File: src/rtl/dffsr_q_debounce.sv
// Debounce stage for the q output of the negedge set/clear flop.
// The raw level is resynchronised into the posedge clk domain.
// A new level must hold for STABLE_CYCLES consecutive samples before dout follows it.
// Each dout transition produces a one-cycle rise or fall pulse.
// Qualified rises are counted in a saturating counter that has a sticky saturation flag.
module dffsr_q_debounce #(
    parameter int SYNC_STAGES   = 2,
    parameter int STABLE_CYCLES = 4,
    parameter int CNT_W         = 8
) (
    input  logic             clk,
    input  logic             clr,
    input  logic             din,
    input  logic             en,
    input  logic             clear_cnt,
    output logic             dout,
    output logic             rise,
    output logic             fall,
    output logic [CNT_W-1:0] rise_cnt,
    output logic             sat
);

    localparam int STAB_W = $clog2(STABLE_CYCLES + 1);
    localparam logic [STAB_W-1:0] STAB_LAST = STAB_W'(STABLE_CYCLES - 1);
    localparam logic [STAB_W-1:0] STAB_ONE  = STAB_W'(1);
    localparam logic [STAB_W-1:0] STAB_ZERO = STAB_W'(0);
    localparam logic [CNT_W-1:0]  CNT_MAX   = {CNT_W{1'b1}};

    typedef enum logic [1:0] {
        ST_LOW       = 2'd0,
        ST_WAIT_HIGH = 2'd1,
        ST_HIGH      = 2'd2,
        ST_WAIT_LOW  = 2'd3
    } state_t;

    logic [SYNC_STAGES-1:0] sync_r;
    logic                   din_s;
    state_t                 state_r;
    state_t                 state_nxt_s;
    logic [STAB_W-1:0]      stab_r;
    logic [STAB_W-1:0]      stab_nxt_s;
    logic                   dout_r;
    logic                   dout_nxt_s;
    logic                   rise_r;
    logic                   rise_nxt_s;
    logic                   fall_r;
    logic                   fall_nxt_s;
    logic [CNT_W-1:0]       rise_cnt_r;
    logic                   sat_r;

    assign din_s = sync_r[SYNC_STAGES-1];

    // Shift the asynchronous input through the synchroniser chain.
    always_ff @(posedge clk or negedge clr) begin
        if (!clr) begin
            sync_r <= {SYNC_STAGES{1'b0}};
        end else begin
            sync_r <= {sync_r[SYNC_STAGES-2:0], din};
        end
    end

    // Next-state logic: a candidate level is qualified once stab reaches STABLE_CYCLES-1 while it still holds.
    always_comb begin
        state_nxt_s = state_r;
        stab_nxt_s  = stab_r;
        rise_nxt_s  = 1'b0;
        fall_nxt_s  = 1'b0;
        case (state_r)
            ST_LOW: begin
                if (din_s) begin
                    state_nxt_s = ST_WAIT_HIGH;
                    stab_nxt_s  = STAB_ONE;
                end else begin
                    state_nxt_s = ST_LOW;
                end
            end
            ST_WAIT_HIGH: begin
                if (!din_s) begin
                    state_nxt_s = ST_LOW;
                    stab_nxt_s  = STAB_ZERO;
                end else if (stab_r == STAB_LAST) begin
                    state_nxt_s = ST_HIGH;
                    stab_nxt_s  = STAB_ZERO;
                    rise_nxt_s  = 1'b1;
                end else begin
                    stab_nxt_s  = stab_r + STAB_ONE;
                end
            end
            ST_HIGH: begin
                if (!din_s) begin
                    state_nxt_s = ST_WAIT_LOW;
                    stab_nxt_s  = STAB_ONE;
                end else begin
                    state_nxt_s = ST_HIGH;
                end
            end
            ST_WAIT_LOW: begin
                if (din_s) begin
                    state_nxt_s = ST_HIGH;
                    stab_nxt_s  = STAB_ZERO;
                end else if (stab_r == STAB_LAST) begin
                    state_nxt_s = ST_LOW;
                    stab_nxt_s  = STAB_ZERO;
                    fall_nxt_s  = 1'b1;
                end else begin
                    stab_nxt_s  = stab_r + STAB_ONE;
                end
            end
            default: begin
                state_nxt_s = ST_LOW;
                stab_nxt_s  = STAB_ZERO;
            end
        endcase
        dout_nxt_s = (state_nxt_s == ST_HIGH) || (state_nxt_s == ST_WAIT_LOW);
    end

    // Register the FSM state, the stability counter and the level/pulse outputs.
    always_ff @(posedge clk or negedge clr) begin
        if (!clr) begin
            state_r <= ST_LOW;
            stab_r  <= STAB_ZERO;
            dout_r  <= 1'b0;
            rise_r  <= 1'b0;
            fall_r  <= 1'b0;
        end else begin
            state_r <= state_nxt_s;
            stab_r  <= stab_nxt_s;
            dout_r  <= dout_nxt_s;
            rise_r  <= rise_nxt_s;
            fall_r  <= fall_nxt_s;
        end
    end

    // Rise counter: clear wins, and the count steps on the same edge that raises the rise pulse.
    always_ff @(posedge clk or negedge clr) begin
        if (!clr) begin
            rise_cnt_r <= {CNT_W{1'b0}};
            sat_r      <= 1'b0;
        end else if (clear_cnt) begin
            rise_cnt_r <= {CNT_W{1'b0}};
            sat_r      <= 1'b0;
        end else if (rise_nxt_s && en) begin
            if (rise_cnt_r != CNT_MAX) begin
                rise_cnt_r <= rise_cnt_r + CNT_W'(1);
            end else begin
                sat_r      <= 1'b1;
            end
        end else begin
            rise_cnt_r <= rise_cnt_r;
        end
    end

    assign dout     = dout_r;
    assign rise     = rise_r;
    assign fall     = fall_r;
    assign rise_cnt = rise_cnt_r;
    assign sat      = sat_r;

endmodule

File: config.mk
export PLATFORM = sky130hd
export DESIGN_NAME = dffsr_q_debounce
export DESIGN_NICKNAME = d
export VERILOG_FILES = /design/src/rtl/dffsr_q_debounce.sv
export SDC_FILE = /design/constraint.sdc
export NUM_CORES = 1
export LEC_CHECK = 0
export BUFFER_PORTS_ARGS = -buffer_cell sky130_fd_sc_hd__clkbuf_2
export CAP_MARGIN = 15
export CORE_MARGIN = 5
export CORE_UTILIZATION = 56
export DETAILED_ROUTE_END_ITERATION = 12
export GPL_TIMING_DRIVEN = 0
export PLACE_DENSITY = 0.86
export SYNTH_ARGS = -nofsm -noshare
export SYNTH_HDL_FRONTEND = slang
export SYNTH_SLANG_ARGS = --single-unit
File: constraint.sdc
create_clock -name clk -period 2.7 [get_ports clk]
set_input_delay 0.27 -clock clk [delete_from_list [all_inputs] [get_ports clk]]
set_output_delay 0.27 -clock clk [all_outputs]
set_load 0.01 [all_outputs]
==> results.txt, run 1 <==
status -> completed
clk sinks -> 18
CTS Buf Count -> 3
first-pass GRT wire length -> 2840 um
Core ar. -> 1490 um^2
I/O pin count -> 17
Mapped Cells -> 77
Post-Route WL -> 1570 um
initial core utilization -> 58.6%
Tcrit/Tclk final -> 59.7%
Port Buffers -> 16
Post-synth ARST share -> 100%
Site Rows -> 14
dpl cell area -> 972 um^2
Crit path required time -> 2870 ps
pins over their slew limit -> 0
leading area contributor after synthesis -> dfrtp_1
Slowest cell on crit path -> nor4_1
FF+latch count, synth -> 18
layout cell share with drive strength beyond 1 -> 24.7%
Post-synth EDFFs -> 0
Final ANT Viol Nets -> 0
slowest stage delay, CP -> 410 ps
Final Setup Violations -> 0
Commonest cells post-synth -> dfrtp_1, nor2_1, a21oi_1, o21ai_0
number of diodes -> 0
worst min-delay path category -> primary input to register
R2R Setup Slk -> 1090 ps
number of global-route vias before repair -> 631
total iterations of the first detailed-routing run -> 3
hold_buf cts -> 1
fin cells -> 113
post-synth cell types -> 30
per-cell routed wire length -> 13.9 um
final instance area -> 1000 um^2
critical path arrival -> 1780 ps
clk buf depth -> 2
GR Util All Layers -> 14.9%
maxcap violations -> 0
total setup buffers inserted after CTS -> 0
post-CTS resize count -> 0
total of warnings raised by yosys -> 0
Setup crit end -> rise_cnt[7]$_DFFE_PN0P_
largest cells by area after synthesis -> dfrtp_1, nor2_1, mux2i_1
Die H -> 49.5 um
main flop type after synthesis -> dfrtp_1
Static Leakage -> 0.000472 uW
Layout area overhead -> 15.2%
reg2reg path depth -> 5
Max Freq -> 620 MHz
Cells after DPL -> 109
skew final -> 0.296 ps
Final Util -> 67.5%
Setup crit end kind -> register
CTS root buffer -> clkbuf_4
startpoint class of the critical path -> register
top-count cell post-synth -> dfrtp_1
Fillers -> 124
Overflow after GRT -> 0
Synth top area share -> 51.6%
Post-Syn Area -> 872 um^2
Max rail drop VDD -> 0.417 mV
reg2reg end -> rise_cnt[7]$_DFFE_PN0P_
die area -> 2450 um^2
post-route minimum period -> 1610 ps
drt via density -> 5.61
maximum fanout along the worst path -> 9
syn_nets -> 84
pwr/cell area -> 594 nW/um^2
Remaining DRCs -> 0
final count of hold timing violations -> 0
r2r startpoint -> stab_r[0]$_DFFE_PN0P_
placer congestion estimate -> 0.735
fin nets -> 106
largest net degree at the start of global routing -> 19
Initial DRC Count -> 14
DP HPWL -> 1190 um
slew margin rel. -> 71.5%
CTS H-tree depth -> 1
synthesized area per cell -> 11.3 um^2
die width -> 49.5 um
Worst-path clk slew -> 90 ps
CTS tree -> built
Tightest Pin Transition -> 427 ps
Critical Path Start -> stab_r[0]$_DFFE_PN0P_
crit-path cells -> ha_1, nand3b_4, nor4_1, mux2i_1, nor2_1
via count -> 634
setup TNS -> 0 ps
antenna violations before repair -> 0
RSZ-0062 raised after global routing -> false
Power Total -> 597 uW
Setup Crit Path Kind -> register to register
register area share after synthesis -> 51.6%
latest clock arrival within the worst-skew pair -> 290 ps
worst min path at each step:
stage | to | depth (start not counted) | from
2_1_floorplan | dout$_DFF_PN0_ | 0 | clr
3_3_place_gp | sync_r[0]$_DFF_PN0_ | 1 | clr
3_5_place_dp | stab_r[1]$_DFFE_PN0P_ | 1 | clr
4_1_cts | sync_r[0]$_DFF_PN0_ | 1 | din
5_1_grt | sync_r[0]$_DFF_PN0_ | 1 | din
6_report | sync_r[0]$_DFF_PN0_ | 1 | din
layout make-up:
type / instances / area (um^2) / area share (%)
timing repair buffer: 17 / 90.1 / 8.97
sequential: 18 / 450 / 44.8
clock buffer: 3 / 22.5 / 2.24
tap: 16 / 20.0 / 1.99
buffer: 1 / 3.75 / 0.374
multi-input combinational: 58 / 418 / 41.6
stage by stage:
| step | hold WS [ps] | worst slack, ps |
|---|---|---|
| 2_1_floorplan | -25.6 | 1180 |
| 4_1_cts | 87.2 | 1070 |
| 3_3_place_gp | 222 | 1120 |
| 5_1_grt | 79.8 | 927 |
| 6_report | 90.9 | 1090 |
| 3_5_place_dp | 229 | 1090 |
worst max-delay path, delay by kind of cell (launching register included):
kind | cells | cell delay [ps]
simple gates | 3 | 630
flops | 1 | 380
mux | 1 | 250
fa+ha+maj | 1 | 220
state kept, by name, indices dropped and copies added (netlist names):
register	flops
dout	1
fall	1
rise	1
rise_cnt	8
sat	1
stab_r	3
state_r	1
sync_r	2
cell usage in the layout (no fill, tap or decap), types with 2 or more instances in the layout:
cell type	n
dfrtp_1	18
clkbuf_2	16
nor2_1	11
o21ai_0	4
a21oi_1	4
and2_1	3
nand2b_1	3
nand4_1	3
mux2i_1	3
clkbuf_4	3
nand3b_1	2
nand3_1	2
xnor2_1	2
nand2_1	2
nor2b_1	2
ha_1	2
power by group:
part / internal, uW / switching [uW]
combinational: 64.5 / 70.8
sequential: 301 / 33.5
clock: 51.9 / 75.0
total: 417 / 179
logic make-up (layout without fill, tap and decap cells):
kind of cell,count (synthesis),after routing,share of synthesized area (%)
compound gates,12,12,8.75
xor+xnor,3,3,3.01
mux,5,5,6.03
buf+inv,1,21,0.430
simple gates,36,36,27.3
fa+ha+maj,2,2,2.87
flops,18,18,51.6
per-layer routing:
metal	global-route usage, %	routed length (um)
met3	2.41	66
met4	9.17	32
met2	21.9	757
met5	0	0
met1	20.3	715
(Power assumes the default switching activity.)
==> run 2: changes to the inputs <==
--- a/config.mk
+++ b/config.mk
@@ -5,13 +5,14 @@
 export SDC_FILE = /design/constraint.sdc
 export NUM_CORES = 1
 export LEC_CHECK = 0
+export ABC_AREA = 1
 export BUFFER_PORTS_ARGS = -buffer_cell sky130_fd_sc_hd__clkbuf_2
 export CAP_MARGIN = 15
 export CORE_MARGIN = 5
-export CORE_UTILIZATION = 56
+export CORE_UTILIZATION = 52
 export DETAILED_ROUTE_END_ITERATION = 12
 export GPL_TIMING_DRIVEN = 0
-export PLACE_DENSITY = 0.86
+export PLACE_DENSITY = 0.81
 export SYNTH_ARGS = -nofsm -noshare
 export SYNTH_HDL_FRONTEND = slang
 export SYNTH_SLANG_ARGS = --single-unit
==> constraint.sdc (replaced) <==
create_clock -name clk -period 1.7 [get_ports clk]
set_input_delay 0.17 -clock clk [delete_from_list [all_inputs] [get_ports clk]]
set_output_delay 0.17 -clock clk [all_outputs]
set_load 0.01 [all_outputs]
==> results.txt, run 2 <==
Max rail drop VDD -> 0.518 mV
RSZ-0062 raised after global routing -> false
Commonest cells post-synth -> nand2_1, dfrtp_1, nand3_1
Post-synth EDFFs -> 0
CTS root buffer -> clkbuf_4
Post-synth ARST share -> 100%
Layout area overhead -> 17.7%
setup TNS -> 0 ps
reg2reg end -> rise_cnt[7]$_DFFE_PN0P_
Mapped Cells -> 106
hold_sp -> clear_cnt
slew margin rel. -> 71.0%
Initial DRC Count -> 13
clk sinks -> 18
DP HPWL -> 1250 um
per-cell routed wire length -> 11.6 um
Final Setup Violations -> 0
GR Util All Layers -> 14.8%
register area share after synthesis -> 51.0%
maxcap violations -> 0
Die H -> 51.2 um
number of diodes -> 0
top-count cell post-synth -> nand2_1
first-pass GRT wire length -> 2840 um
final instance area -> 1040 um^2
clk buf depth -> 2
Tightest Pin Transition -> 435 ps
most frequent cells in the layout -> nand2_1, dfrtp_1, clkbuf_2
Setup Crit Path Kind -> register to register
reg2reg path depth -> 8
leading area contributor after synthesis -> dfrtp_1
drt via density -> 5.27
CTS Buf Count -> 3
Critical Path Start -> rise_cnt[0]$_DFFE_PN0P_
Setup crit end kind -> register
CTS tree -> built
Remaining DRCs -> 0
post-route minimum period -> 1500 ps
FF+latch count, synth -> 18
Site Rows -> 14
Max Freq -> 668 MHz
number of global-route vias before repair -> 671
largest net degree at the start of global routing -> 19
Synth top area share -> 51.0%
skew final -> 2.91 ps
main flop type after synthesis -> dfrtp_1
worst min-delay path category -> primary input to register
syn_nets -> 113
largest cells by area after synthesis -> dfrtp_1, nand2_1, nand3_1
Final Util -> 66.7%
WHS Path Cells -> 2
pwr/cell area -> 972 nW/um^2
Post-Route WL -> 1670 um
maximum fanout along the worst path -> 10
CTS H-tree depth -> 1
total of warnings raised by yosys -> 0
Worst-path clk slew -> 100 ps
Post-Syn Area -> 883 um^2
pins over their slew limit -> 0
initial core utilization -> 56.7%
commonest non-fill, non-tap cell in the layout -> nand2_1
antenna violations before repair -> 0
die width -> 51.2 um
die area -> 2620 um^2
placer congestion estimate -> 0.829
final count of hold timing violations -> 0
critical path arrival -> 1740 ps
dpl cell area -> 983 um^2
Sequential Area -> 450 um^2
R2R Setup Slk -> 200 ps
post-synth cell types -> 18
Core ar. -> 1560 um^2
Crit path required time -> 1940 ps
startpoint class of the critical path -> register
status -> completed
Final ANT Viol Nets -> 0
latest clock arrival within the worst-skew pair -> 290 ps
Static Leakage -> 0.000555 uW
Port Buffers -> 16
Power Total -> 1010 uW
fin nets -> 136
via count -> 759
r2r startpoint -> rise_cnt[0]$_DFFE_PN0P_
Overflow after GRT -> 0
Fillers -> 148
synthesized area per cell -> 8.33 um^2
layout cell share with drive strength beyond 1 -> 21.1%
total iterations of the first detailed-routing run -> 4
Multi-input gate area -> 392 um^2
max reg flops -> 8
I/O pin count -> 17
Tcrit/Tclk final -> 88.1%
Hold Crit Endpoint -> sat$_DFFE_PN0P_
[run 2: changes by cell type after synthesis, sizes merged, moves of 3 or more]
cell	change
nand3	+13
mux2i	-3
inv	+10
nand2	+32
nand2b	-3
and2	-3
[run 2: logic make-up (layout without fill, tap and decap cells)]
| group | after synthesis | in the layout | share of synthesized area, % |
|---|---|---|---|
| simple gates | 65 | 65 | 34.6 |
| flops | 18 | 18 | 51.0 |
| buf+inv | 11 | 33 | 4.67 |
| compound gates | 7 | 7 | 3.97 |
| xor+xnor | 3 | 3 | 2.98 |
| fa+ha+maj | 2 | 2 | 2.83 |
[run 2: how the worst max path moves through the flow]
| stage | cells after the start | slack (ps) | to |
|---|---|---|---|
| 2_1_floorplan | 8 | 320 | rise_cnt[1]$_DFFE_PN0P_ |
| 3_3_place_gp | 8 | 240 | rise_cnt[7]$_DFFE_PN0P_ |
| 3_5_place_dp | 8 | 220 | rise_cnt[7]$_DFFE_PN0P_ |
| 4_1_cts | 8 | 200 | rise_cnt[7]$_DFFE_PN0P_ |
| 5_1_grt | 8 | 50 | rise_cnt[6]$_DFFE_PN0P_ |
| 6_report | 8 | 200 | rise_cnt[7]$_DFFE_PN0P_ |
[run 2: cell type report]
cell class | count | area share (%)
flip-flops and latches | 18 | 43.3
multi-input cells | 77 | 37.7
repair buffers | 18 | 9.63
inverters | 11 | 3.97
clock buffers | 4 | 3.49
well taps | 16 | 1.93
[run 2: worst max-delay path: stages (launching register included)]
cell and delay, ps:
dfrtp_1 430, ha_1 260, nand3_1 130, clkinv_1 90
nand2_1 100, nand3_4 150, nor2_4 160, nand2_1 70
nand2_1 50
[run 2: where the power goes]
group,total [uW],switching (uW),internal [uW]
Clock,261,131,131
Combinational,216,137,79.1
Sequential,533,51.1,482
[run 2: layer usage]
metal | up-vias | track usage (%) | part of all wire [%]
met5 | - | 0 | 0
met3 | 5 | 3.49 | 3.5
li1 | 383 | - | -
met2 | 15 | 22.5 | 46
met4 | 0 | 9.17 | 2.7
met1 | 356 | 19.1 | 48
[run 2: stage by stage]
stage          instances  setup slack (ps)  hold slack (ps)
3_5_place_dp         138               220              132
3_3_place_gp         138               244              131
4_1_cts              144               204              126
6_report             144               202              136
5_1_grt              144              53.0              127
2_1_floorplan        106               322             -126
[run 2: timing repair]
| item | in CTS | in global routing |
|---|---|---|
| buffers inserted | 0 | 0 |
| hold buffers | 2 | 0 |
| gates resized for setup | 0 | 0 |
| hold endpoints to repair | 19 | 0 |
==> run 3: changes to the inputs <==
--- a/config.mk
+++ b/config.mk
@@ -5,7 +5,6 @@
 export SDC_FILE = /design/constraint.sdc
 export NUM_CORES = 1
 export LEC_CHECK = 0
-export ABC_AREA = 1
 export BUFFER_PORTS_ARGS = -buffer_cell sky130_fd_sc_hd__clkbuf_2
 export CAP_MARGIN = 15
 export CORE_MARGIN = 5
==> results.txt, run 3 (same netlist as run 1, synthesis figures left out) <==
Internal Power -> 715 uW
worst min-delay path category -> primary input to register
largest net degree at the start of global routing -> 19
Core ar. -> 1540 um^2
RSZ-0062 raised after global routing -> false
reg2reg path depth -> 5
dpl cell area -> 972 um^2
slowest stage delay, CP -> 410 ps
via count -> 660
GR Util All Layers -> 13.9%
number of diodes -> 0
DP HPWL -> 1200 um
first-pass GRT wire length -> 2860 um
CTS tree -> built
Overflow after GRT -> 0
Site Rows -> 14
CTS Buf Count -> 3
die width -> 51.0 um
clock power share -> 25.4%
Worst-path clk slew -> 110 ps
clk buf depth -> 2
antenna violations before repair -> 0
skew final -> 4.34 ps
CTS H-tree depth -> 1
Port Buffers -> 16
drt via density -> 5.74
Remaining DRCs -> 0
Hold Crit Endpoint -> rise_cnt[6]$_DFFE_PN0P_
critical path arrival -> 1790 ps
total iterations of the first detailed-routing run -> 4
status -> completed
reg2reg end -> rise_cnt[5]$_DFFE_PN0P_
Crit path required time -> 1870 ps
P_sw -> 311 uW
setup slack after layout -> 80.7 ps
die area -> 2600 um^2
placer congestion estimate -> 0.761
startpoint class of the critical path -> register
Max Freq -> 618 MHz
Die H -> 51.0 um
Max rail drop VDD -> 0.739 mV
Power Total -> 1030 uW
Tcrit/Tclk final -> 95.3%
total setup buffers inserted after CTS -> 0
I/O pin count -> 17
commonest non-fill, non-tap cell in the layout -> dfrtp_1
pins over their slew limit -> 0
pre-CTS setup slack -> 58.8 ps
layout cell share with drive strength beyond 1 -> 27.3%
max reg flops -> 8
Final Util -> 67.9%
slew margin rel. -> 71.1%
Initial DRC Count -> 26
switching share of power -> 30.3%
Seq pwr share -> 52.1%
Setup Crit Path Kind -> register to register
Final ANT Viol Nets -> 0
crit-path cells -> ha_1, nand3_1, nor2_1, nand4b_1, mux2_1
most frequent cells in the layout -> dfrtp_1, clkbuf_2, nor2_1
initial core utilization -> 56.6%
Tightest Pin Transition -> 434 ps
R2R Setup Slk -> 80 ps
latest clock arrival within the worst-skew pair -> 280 ps
final instance area -> 1050 um^2
fin nets -> 107
Fillers -> 116
setup TNS -> 0 ps
number of global-route vias before repair -> 617
pwr/cell area -> 981 nW/um^2
r2r startpoint -> rise_cnt[1]$_DFFE_PN0P_
Setup crit end kind -> register
hold_sp -> clear_cnt
clk sinks -> 18
Post-Route WL -> 1600 um
Layout area overhead -> 19.9%
maxcap violations -> 0
Comb pwr share -> 22.5%
maximum fanout along the worst path -> 4
Static Leakage -> 0.000492 uW
WHS Path Cells -> 4
Final Setup Violations -> 0
final count of hold timing violations -> 0
per-cell routed wire length -> 13.9 um
CTS root buffer -> clkbuf_4
post-route minimum period -> 1620 ps
Slowest cell on crit path -> dfrtp_1
[run 3: cell type report]
| cell class | count | area, um^2 | share of cell area [%] |
|---|---|---|---|
| Sequential cell | 18 | 450 | 43.1 |
| Timing Repair Buffer | 18 | 100 | 9.57 |
| Buffer | 1 | 3.75 | 0.359 |
| Tap cell | 16 | 20.0 | 1.91 |
| Clock buffer | 4 | 36.3 | 3.47 |
| Multi-Input combinational cell | 58 | 435 | 41.6 |
[run 3: per-layer routing]
metal  GRT usage (%)  routed length, um
met1            20.3                724
met4            2.55                 10
met3            2.91                 88
met2            21.5                774
met5               0                  0
[run 3: power groups by stage]
| stage | combinational [uW] | sequential (uW) | clock (uW) |
|---|---|---|---|
| 2_1_floorplan | 156 | 539 | 0 |
| 3_3_place_gp | 207 | 539 | 0 |
| 3_5_place_dp | 222 | 543 | 0 |
| 4_1_cts | 226 | 534 | 264 |
| 5_1_grt | 258 | 546 | 297 |
| 6_report | 231 | 535 | 260 |
[run 3: worst max path at each step]
stage / startpoint / endpoint / slack (ps) / depth (start not counted)
floorplan: rise_cnt[0]$_DFFE_PN0P_ / rise_cnt[5]$_DFFE_PN0P_ / 180 / 5
global placement: stab_r[0]$_DFFE_PN0P_ / rise_cnt[7]$_DFFE_PN0P_ / 120 / 5
detailed placement: stab_r[0]$_DFFE_PN0P_ / rise_cnt[7]$_DFFE_PN0P_ / 60 / 5
CTS: stab_r[0]$_DFFE_PN0P_ / rise_cnt[7]$_DFFE_PN0P_ / 50 / 5
global route: rise_cnt[0]$_DFFE_PN0P_ / rise_cnt[5]$_DFFE_PN0P_ / 10 / 5
finish: rise_cnt[1]$_DFFE_PN0P_ / rise_cnt[5]$_DFFE_PN0P_ / 80 / 5
[run 3: critical path, delay by kind of cell, from the launching register on]
| family | cells | cell delay [ps] |
|---|---|---|
| mux | 1 | 330 |
| simple gates | 3 | 540 |
| flops | 1 | 410 |
| fa+ha+maj | 1 | 220 |
[run 3: stage by stage]
step / hold WS, ps / cells
global placement: 128 / 109
finish: 293 / 115
CTS: 293 / 115
global route: 307 / 115
floorplan: -126 / 77
detailed placement: 129 / 109
[run 3: timing repair]
item / CTS / global route
gates resized for setup: 0 / 3
hold endpoints to repair: 19 / 0
endpoints found under the setup margin: 0 / 1
hold buffers: 2 / 0
